<file path="config.mk">
export PLATFORM = sky130hd
export DESIGN_NAME = accumulator_differentiator
export DESIGN_NICKNAME = d
export VERILOG_FILES = /design/src/rtl/accumulator_pkg.sv /design/src/rtl/acc_diff_range_chk.sv /design/src/rtl/accumulator_differentiator.sv
export SDC_FILE = /design/constraint.sdc
export NUM_CORES = 1
export LEC_CHECK = 0
export BUFFER_PORTS_ARGS = -buffer_cell sky130_fd_sc_hd__buf_2
export CAP_MARGIN = 20
export CORE_ASPECT_RATIO = 0.8
export CORE_UTILIZATION = 40
export DETAILED_ROUTE_END_ITERATION = 12
export PLACE_DENSITY = 0.66
export SETUP_SLACK_MARGIN = 0.5
export SYNTH_ARGS = -nofsm -noshare
export SYNTH_HDL_FRONTEND = slang
export SYNTH_SLANG_ARGS = --single-unit
</file>
<file path="constraint.sdc">
create_clock -name clk -period 3.3 [get_ports clk]
set_input_delay 0.33 -clock clk [delete_from_list [all_inputs] [get_ports clk]]
set_output_delay 0.33 -clock clk [all_outputs]
set_load 0.01 [all_outputs]
</file>
<file path="src/rtl/accumulator_pkg.sv">
// accumulator_pkg: shared widths, differentiator FSM states and recovered-sample range limits
package accumulator_pkg;
   localparam int P_W_DFLT = 38;
   localparam int A_W_DFLT = 20;
   localparam longint A_MAX = (longint'(1) <<< (A_W_DFLT - 1)) - 1;
   localparam longint A_MIN = -(longint'(1) <<< (A_W_DFLT - 1));
   typedef enum logic [1:0] {ZERO, RUN, ERR} diff_state_t;
endpackage

</file>
<file path="src/rtl/acc_diff_range_chk.sv">
// acc_diff_range_chk: fits a wide difference into A_W signed bits and flags out-of-range values
// ACC_DIFF_SAT_EN defined: out-of-range values saturate; otherwise the low A_W bits wrap
module acc_diff_range_chk #(
   parameter int D_W = 39,
   parameter int A_W = 20
) (
   input  logic [D_W-1:0] d,
   output logic [A_W-1:0] a,
   output logic           ovf
);
   logic [D_W-A_W:0] top;
   // in range exactly when every bit from the sign down to bit A_W-1 agrees
   assign top = d[D_W-1:A_W-1];
   assign ovf = ~(&top | ~|top);
`ifdef ACC_DIFF_SAT_EN
   assign a = ovf ? {d[D_W-1], {(A_W-1){~d[D_W-1]}}} : d[A_W-1:0];
`else
   assign a = d[A_W-1:0];
`endif
endmodule

</file>
<file path="src/rtl/accumulator_differentiator.sv">
// accumulator_differentiator: recovers accumulator input samples as first differences of P
// (latency 2); saturation of out-of-range results is enabled by ACC_DIFF_SAT_EN
module accumulator_differentiator
   import accumulator_pkg::*;
#(
   parameter int P_W = P_W_DFLT,
   parameter int A_W = A_W_DFLT
) (
   input  logic           clk,
   input  logic           reset,
   input  logic           valid_i,
   input  logic [P_W-1:0] P,
   input  logic           subtract_i,
   input  logic           clear_i,
   output logic [A_W-1:0] A,
   output logic           valid_o,
   output logic           ovf_o
);
   logic signed [P_W-1:0] prev;
   logic signed [P_W:0]   pe, qe, d, d1;
   logic                  v1, take, rng_ovf;
   logic [A_W-1:0]        rng_a;
   diff_state_t           state, state_nx;

   assign take = valid_i & ~clear_i;
   assign pe = (P_W+1)'($signed(P));
   assign qe = (P_W+1)'(prev);
   // one extra bit keeps the difference from wrapping
   assign d = subtract_i ? qe - pe : pe - qe;
   assign ovf_o = (state == ERR);

   acc_diff_range_chk #(.D_W(P_W + 1), .A_W(A_W)) u_rng (
      .d   (d1),
      .a   (rng_a),
      .ovf (rng_ovf)
   );

   // next state: clear dominates, then a stage-2 overflow, then the first accepted sample
   always_comb begin
      state_nx = clear_i ? ZERO : (v1 & rng_ovf) ? ERR : (state == ZERO && take) ? RUN : state;
   end

   // previous-sample register, both pipeline stages and the FSM state
   always_ff @(posedge clk or negedge reset) begin
      if (!reset) begin
         prev    <= '0;
         d1      <= '0;
         v1      <= 1'b0;
         A       <= '0;
         valid_o <= 1'b0;
         state   <= ZERO;
      end else begin
         prev    <= clear_i ? '0 : take ? $signed(P) : prev;
         d1      <= take ? d : d1;
         v1      <= take;
         A       <= v1 ? rng_a : A;
         valid_o <= v1;
         state   <= state_nx;
      end
   end
endmodule

</file>
Word level (Yosys, flattened, before mapping) --
Index checks and enable logic that the tools add are counted.
Operators by class: reduce and logical (&&, ||, !) cells 7, mux-type cells 6, bitwise operators 5, equal/unequal tests 1, add/subtract/negate cells 2
Operator list (count):
- 38-bit by 38-bit subtractor with 39-bit output | 2
- 38-bit two-way mux | 2
- 39-bit two-way mux | 1
- 20-bit AND reduction | 1
- 20-bit OR reduction | 1
- 2-bit two-way mux | 3
- 3-bit nonzero test | 1
- 1-bit bitwise AND | 2
- 2-bit equality test (second input constant) | 1
- 2-bit zero test | 1
- 1-bit inverter | 2
- 2-bit nonzero test | 1
- 1-bit logical AND | 1
- 1-bit zero test | 1
- 1-bit bitwise OR | 1
Storage, ports and cells: logic and storage cells 27, bits of input ports 43, register bits after elaboration 101

Depth between registers and ports, before layout --
Gate-level depths: netlist of the first run.
depth after elaboration 7, mapped depth 11, mapped depth without buffers 11

Cells and area by module --
Synthesis of the first run repeated with hierarchy kept, for this count alone.
Unflattened totals: cell total of the unflattened synthesis 1050, area, all modules 8594.5 um^2
By module, submodules not included:
- accumulator_differentiator | area an instance 8355.5 um^2, seq. area each 2527.4 um^2, times used 1, cells each 1015
- acc_diff_range_chk | area an instance 239.0 um^2, seq. area each 0.0 um^2, times used 1, cells each 35

Least setup slack after synthesis of the first run --
OpenSTA, ideal clock, no wires.
path type register to register, start point register prev[0], end point register d1[38], cell stages (with the launch flop) 12, arrival 2.575 ns, data required time 3.230 ns, library setup time 0.070 ns, setup slack 0.655 ns, cells stage by stage dfrtp_1 inv_1 ha_1 fa_1 nor2b_4 o21ai_2 a211o_1 and3_4 o31a_1 o31a_1 nor4b_2 nand3b_1
Between the ends: longest elaborated chain between the ends 2, elaborated cells on any way between the ends 3, classes of those cells add/sub (2); mux (1)
RTL lines:
- start, declared | RTL line accumulator_differentiator.sv:19 | logic signed [P_W-1:0] prev;
- start signal, assigned | RTL line accumulator_differentiator.sv:53 | prev <= clear_i ? '0 : take ? $signed(P) : prev;
- 38-bit by 38-bit subtractor with 39-bit output | RTL line accumulator_differentiator.sv:29 | assign d = subtract_i ? qe - pe : pe - qe;
- 39-bit two-way mux (*) | RTL line accumulator_differentiator.sv:29
- end signal, assigned | RTL line accumulator_differentiator.sv:54 | d1 <= take ? d : d1;
- end, declared | RTL line accumulator_differentiator.sv:20 | logic signed [P_W:0] pe, qe, d, d1;
Every way passes the cells marked *; elsewhere a longest branch is shown, timed or not. A chain may end at the register's enable or synchronous reset.

Worst setup path in the final report of the first run --
Same ends and word-level chain as after synthesis.

==> summary.md, run 1 <==
| Metric | Value |
|---|---|
| Outcome | finished with violations |
| Violated checks | design-rule violations |
| Yosys synthesis warning count | 0 |
| Setup slack at placement | 0.281 ns |
| Max-cap violations | 0 |
| Final wirelength | 26.7 mm |
| Switching Share | 38.2% |
| CP Class | flop to flop |
| Io pins | 65 |
| Post-route design area | 10,000 µm² |
| Vias in the first global route | 7,728 |
| Drt initial violations | 845 |
| Hold WC Path Type | primary input to asynchronous set/reset pin |
| Largest net degree at the start of global routing | 60 |
| Leak pwr | 4.46 nW |
| Hold slack | 0.0375 ns |
| Post-synthesis sequential area ratio | 28.7% |
| Post-synth EDFFs | 0 |
| Average cell area after synthesis | 8.12 µm² |
| Fmax | 362 MHz |
| Worst EP arrival | 3.07 ns |
| RSZ-0062 raised after global routing | yes |
| Normalized max-slew margin | 38.8% |
| Clock slew at reported path FFs | 0.08 ns |
| Full die area | 22,600 µm² |
| Setup tns final | 0 ns |
| Post-Syn Nets | 1,205 |
| Vias per Instance | 5.83 |
| Most common cell in the netlist | a21oi_1 |
| Initial antenna violation count | 1 |
| CTS H-tree lvls | 3 |
| Predominant post-synthesis flop cell | dfrtp_1 |
| Mapped Area | 8800 µm² |
| Startpoint Class | flop |
| Routed len/inst | 18.9 µm |
| CTS tree | yes |
| Worst Tran Pin Value | 0.918 ns |
| Power Internal | 2.57 mW |
| Most instantiated cells after synthesis | a21oi_1, dfrtp_1, nor2_1, o21ai_0, nand2_1 |
| Yosys top cell area share | 28.7% |
| Die height | 135 µm |
| Die W | 168 µm |
| Clock sinks | 101 |
| Area growth syn-to-layout | 13.6% |
| Yosys top cell by area | dfrtp_1 |
| Dominant cells by area after synthesis | dfrtp_1, ha_1, a21oi_1 |
| Gate power share | 36.3% |
| Port Buffers | 64 |
| Clock root buffer | clkbuf_16 |
| Skew-Pair Late Insertion Delay | 0.36 ns |
| Net Sw Power | 1.59 mW |
| Initial core utilization | 40.8% |
| CP endpoint kind | flop |
| Crit path required time | 3.60 ns |
| Post-route minimum period | 2.76 ns |
| Multi-input gate area | 5900 µm² |
| DRT antenna net count | 0 |
| Synthesis-stage register bit count | 101 |
| Final Cycle Share | 83.8% |
| Share of power burned in registers | 38.2% |
| CORE AREA | 21,600 µm² |
| Reg area | 2530 µm² |
| Overflow after GRT | 0 |
| Half-perimeter wire length after placement | 20.8 mm |
| Peak supply drop | 0.000277 V |
| Rows | 48 |
| Residual DRC | 1 |
| Total track usage | 24.0% |
| Final Net Count | 1,254 |
| Cells after Synth | 1,084 |
| Clock Skews | 0.00802 ns |
| Share of cells above drive strength 1 | 18.6% |
| Asr flop ratio synth | 100% |
| First-pass GRT wire length | 42.7 mm |
| Critical path fanouts, max | 3 |
| Initial DRT Pass Iterations | 9 |
| TritonCTS Buffers | 9 |
| Placer's final routability congestion estimate | 0.980 |
| Ant diodes | 0 |
| Max-slew violation count | 0 |
| Reg-to-reg slack, setup | 0.54 ns |
| PnR worst setup slack | 0.535 ns |
| Netlist cell types | 75 |
| Fin. Hold Viols | 0 |
| Total number of vias | 8,235 |
| Filler cell count in the final layout | 2,152 |
| Clk pwr share | 25.4% |
| Area post-placement | 9300 µm² |
| Maximum buffer depth of the clock tree | 2 |
| PD cells | 415 nW/µm² |
| Final Setup Violations | 0 |
[power groups by stage]
stage	Sequential, mW	Clock [mW]	Combinational [mW]
final	1.59	1.06	1.51
after global routing	1.61	1.13	1.65
after CTS	1.59	1.08	1.42
after detailed placement	1.61	0	1.40
after global placement	1.60	0	1.39
after floorplan	1.60	0	0.945
[timing repair]
action / in CTS / in global routing
endpoints found under the hold margin: 0 / 0
resized for setup: 25 / 62
pin swaps: 2 / 15
endpoints found under the setup margin: 9 / 24
setup buffers: 2 / 8
hold buffers: 0 / 0
[state kept, by name (all words and copies together) (netlist names)]
name / cells
prev: 38
d1: 39
A: 20
state: 2
v1: 1
valid_o: 1
[cell type report]
class                      count  area share (%)
inverter                      91            3.42
tap                          275            3.44
clock buffer                   9            2.25
sequential                   101            25.3
clock inverter                 6           0.601
timing repair buffer          99            5.98
multi-input combinational    831            59.0
[kinds of logic (layout without fill, tap and decap cells)]
logic type / Yosys count / after routing / share of synthesized area (%)
multiplexers: 68 / 68 / 8.05
AND/OR/NAND/NOR: 297 / 297 / 16.2
adder cells (fa/ha/maj): 78 / 78 / 11.3
buffers and inverters: 152 / 205 / 8.15
AO/OA/AOI/OAI: 357 / 357 / 24.5
flip-flops: 101 / 101 / 28.7
XOR/XNOR: 31 / 31 / 3.08
[routing by layer]
| metal | vias to the layer above | wire length (µm) | GRT usage (%) |
|---|---|---|---|
| li1 | 3963 | - | - |
| met1 | 3927 | 13300 | 36.6 |
| met2 | 316 | 10900 | 34.5 |
| met3 | 27 | 2200 | 4.98 |
| met4 | 2 | 310 | 4.84 |
| met5 | - | 13 | 0 |
[layout by cell type (no fill, tap or decap), types with 10 or more instances in the layout]
| master | n |
|---|---|
| a21oi_1 | 104 |
| dfrtp_1 | 101 |
| nor2_1 | 94 |
| nand2_1 | 90 |
| inv_1 | 88 |
| o21ai_0 | 79 |
| buf_2 | 63 |
| ha_1 | 54 |
| mux2i_1 | 46 |
| buf_4 | 35 |
| o21ai_1 | 31 |
| nand4_1 | 27 |
| mux2_2 | 22 |
| nor3_1 | 20 |
| a21o_1 | 16 |
| xnor2_1 | 16 |
| xor2_1 | 14 |
| a21oi_2 | 13 |
| a211oi_1 | 13 |
| ha_2 | 12 |
| a211o_1 | 10 |
| a22oi_1 | 10 |
| ha_4 | 10 |
[worst max-delay path: stages, from the launching register on]
cell      delay [ns]
dfrtp_1         0.39
inv_2           0.06
ha_4            0.17
fa_2            0.37
nor2b_4         0.14
o21ai_4         0.08
a211o_1         0.33
and3_4          0.17
o31a_1          0.33
o31a_1          0.27
nor4b_2         0.25
nand3b_1        0.13
[final timing paths]
path | startpoint | endpoint | depth (start not counted)
max | prev[0] | d1[38] | 11
min | reset | state[0] | 1
max reg2reg | prev[0] | d1[38] | 11
min reg2reg | d1[8] | d1[8] | 2
max in group asynchronous | reset | d1[26] | 2
min in group clk | P[32] | prev[32] | 3
[through the flow]
stage | utilization [%] | cells | power, mW
6_report | 46.4 | 1412 | 4.15
5_1_grt | 46.4 | 1412 | 4.40
4_1_cts | 44.8 | 1404 | 4.09
2_1_floorplan | - | 1084 | 2.55
3_3_place_gp | 43.1 | 1387 | 2.99
3_5_place_dp | 43.1 | 1387 | 3.01
(Power assumes the default switching activity.)
==> run 2: changes to the inputs <==
==> constraint.sdc (replaced) <==
create_clock -name clk -period 2.6 [get_ports clk]
set_input_delay 0.26 -clock clk [delete_from_list [all_inputs] [get_ports clk]]
set_output_delay 0.26 -clock clk [all_outputs]
set_load 0.01 [all_outputs]
==> run 2 against run 1 <==
The flow finishes with violations (negative setup slack). Clock skew rose by 0.0058 ns. Sequential share of layout area shrank 5.7 points. Critical path depth is the same. Register-to-register slack lost 0.58 ns.
==> summary.md, run 2 (synthesized netlist as in run 1, its figures left out) <==
| Metric | Value |
|---|---|
| Ant diodes | 0 (unchanged) |
| Drt initial violations | 656 (-22%) |
| Bufs and invs on worst path | 1 (unchanged) |
| Crit path max-delay family | compound AO/OA/AOI/OAI gates |
| Met1 usage | 37.5% (+0.93 points) |
| Initial antenna violation count | 0 (-1) |
| Total track usage | 27.7% (+3.7 points) |
| Port Buffers | 64 (unchanged) |
| Power Internal | 3.80 mW (+48%) |
| Total number of vias | 9,287 (+13%) |
| Reg area | 2530 µm² (unchanged) |
| Max-cap violations | 0 (unchanged) |
| Full die area | 22,600 µm² (unchanged) |
| Io pins | 65 (unchanged) |
| CORE AREA | 21,600 µm² (unchanged) |
| Clk pwr share | 21.8% (-3.6 points) |
| Clock slew at reported path FFs | 0.08 ns (about the same) |
| Hold depth | 3 |
| Worst Hold Launch | P[34] |
| Overflow after GRT | 0 (unchanged) |
| Hold Path End | prev[34] |
| Reg-to-reg slack, setup | -0.05 ns (-0.58 ns) |
| Filler cell count in the final layout | 1,883 (-13%) |
| Worst setup path start | prev[0] |
| Largest registers | d1: 39 flops, prev: 38 flops, A: 20 flops |
| Normalized max-slew margin | 48.2% (+9.4 points) |
| Crit path required time | 2.92 ns (-0.68 ns) |
| Placer's final routability congestion estimate | 0.966 (-1.5%) |
| Initial DRT Pass Iterations | 6 (-3) |
| Vias per Instance | 5.68 (-2.7%) |
| Setup tns final | -0.192 ns (-0.192 ns) |
| Hold WC Path Type | primary input to flop |
| PD cells | 471 nW/µm² (+13%) |
| Final Net Count | 1,477 (+18%) |
| Most flop-heavy register | d1 |
| CTS tree | yes |
| Final wirelength | 31.2 mm (+17%) |
| Violated checks | negative setup slack |
| Initial core utilization | 40.8% (unchanged) |
| Path depth of the worst reg2reg path | 11 (unchanged) |
| PnR worst setup slack | -0.0466 ns (-0.582 ns) |
| Largest net degree at the start of global routing | 102 (+70%) |
| Leak pwr | 5.73 nW (+29%) |
| Critical path's slowest cell | dfrtp_1 |
| Share of cells above drive strength 1 | 42.8% (+24 points) |
| Most frequent cells in the layout | buf_4, dfrtp_1, nor2_1 |
| Clock root buffer | clkbuf_16 |
| Die height | 135 µm (unchanged) |
| Share of power burned in registers | 33.1% (-5.1 points) |
| Die W | 168 µm (unchanged) |
| CP Class | flop to flop |
| R2r endpoint | d1[38] |
| Vias in the first global route | 8,990 (+16%) |
| DRT antenna net count | 0 (unchanged) |
| Area growth syn-to-layout | 47.0% |
| Worst EP arrival | 2.96 ns (-0.11 ns) |
| Residual DRC | 0 (-1) |
| First-pass GRT wire length | 48.6 mm (+14%) |
| Outcome | finished with violations |
| Multi-input gate area | 7020 µm² (+19%) |
| Maximum buffer depth of the clock tree | 2 (unchanged) |
| Final Setup Violations | 5 (+5) |
| Critical path fanouts, max | 3 (unchanged) |
| Switching Share | 37.7% (-0.44 points) |
| Max-slew violation count | 0 (unchanged) |
| CP max stage delay | 0.40 ns (about the same) |
| Routed len/inst | 19.1 µm (+0.84%) |
| Post-route minimum period | 2.65 ns (-0.118 ns) |
| Half-perimeter wire length after placement | 22.5 mm (+8.2%) |
| Gate power share | 45.1% (+8.8 points) |
| GR Util met3 | 5.16% (+0.18 points) |
| Design Power | 6.10 mW (+47%) |
| RSZ-0062 raised after global routing | yes |
| Clock Skews | 0.0138 ns (+0.00575 ns) |
| Fmax | 378 MHz (+4.5%) |
| Origin of the critical flop-to-flop path | prev[0] |
| Peak supply drop | 0.000361 V (+30%) |
| TritonCTS Buffers | 9 (unchanged) |
| Final Cycle Share | 102% (+18 points) |
| GRT busiest layer | met2 |
| Most common library cell in the layout ignoring fill and taps | buf_4 |
| Rows | 48 (unchanged) |
| Clock sinks | 101 (unchanged) |
| Skew-Pair Late Insertion Delay | 0.38 ns (+0.02 ns) |
| CP dominant cell by count | o31a_1 |
| Max reg flops | 39 (unchanged) |
| CP endpoint kind | flop |
| Fin. Hold Viols | 0 (unchanged) |
| CTS H-tree lvls | 3 (unchanged) |
| CP cell instances | inv_2 > ha_4 > fa_2 > nor2b_4 > o21ai_4 > a211o_1 > and3_4 > o31a_1 > o31a_1 > nor4b_2 > nand3b_1 |
| Startpoint Class | flop |
| Net Sw Power | 2.30 mW (+45%) |
| M2 GR Usage | 45.0% (+11 points) |
| Worst Tran Pin Value | 0.778 ns (-0.141 ns) |
[run 2: cell count changes in the layout (fill, tap and decap cells not counted), sizes merged]
cell,before,now
clkbuf,9,10
clkinv,7,5
dlygate4sd3,0,1
clkinvlp,0,2
buf,99,321
[run 2: layer usage]
layer | share of wire (%) | wire [µm]
met5 | 0 | 0
met3 | 6.9 | 2140
met2 | 45 | 14100
met1 | 45 | 14100
met4 | 2.6 | 815
[run 2: worst max path at each step]
| stage | end | slack [ns] | cells past startpoint |
|---|---|---|---|
| 3_5_place_dp | d1[38] | -0.17 | 12 |
| 5_1_grt | d1[24] | -0.14 | 12 |
| 3_3_place_gp | d1[29] | -0.14 | 12 |
| 6_report | d1[38] | -0.05 | 11 |
| 2_1_floorplan | d1[38] | 0.03 | 11 |
| 4_1_cts | d1[38] | -0.05 | 11 |
[run 2: area by class of cell]
type / count / share of cell area [%]
repair buffers: 322 / 18.8
clock inverters: 6 / 0.377
clock buffers: 10 / 1.77
well taps: 275 / 2.66
multi-input cells: 831 / 54.2
flip-flops and latches: 101 / 19.5
inverters: 91 / 2.64
[run 2: through the flow]
stage,utilization (%),hold WS (ns),setup WS [ns],std cells,area (µm²)
2_1_floorplan,-,-0.0356,0.0335,1084,9050
3_3_place_gp,49.9,0.374,-0.138,1552,10800
3_5_place_dp,49.9,0.379,-0.173,1552,10800
4_1_cts,57.8,0.156,-0.0465,1613,12500
5_1_grt,60.0,0.182,-0.136,1636,12900
6_report,60.0,0.161,-0.0466,1636,12900
[run 2: power by group through the flow]
stage               sequential [mW]  combinational (mW)  clock (mW)
finish                         2.02                2.75        1.33
global placement               2.02                2.14           0
global route                   2.05                2.96        1.41
floorplan                      2.04                1.26           0
CTS                            2.01                2.56        1.37
detailed placement             2.03                2.16           0
[run 2: worst register-to-register path: cells and delay by family, from the launching register on]
kind	cells	cell delay, ns
AOI/OAI and AO/OA	4	0.93
and+or+nand+nor	4	0.68
adders and majority gates	2	0.53
DFF	1	0.40
buffers and inverters	1	0.06
[run 2: what timing repair did]
action	4_1_cts	5_1_grt
endpoints found under the hold margin	83	0
resized for setup	229	73
pin swaps	81	82
hold buffers	1	0
endpoints found under the setup margin	33	35
setup buffers	44	23
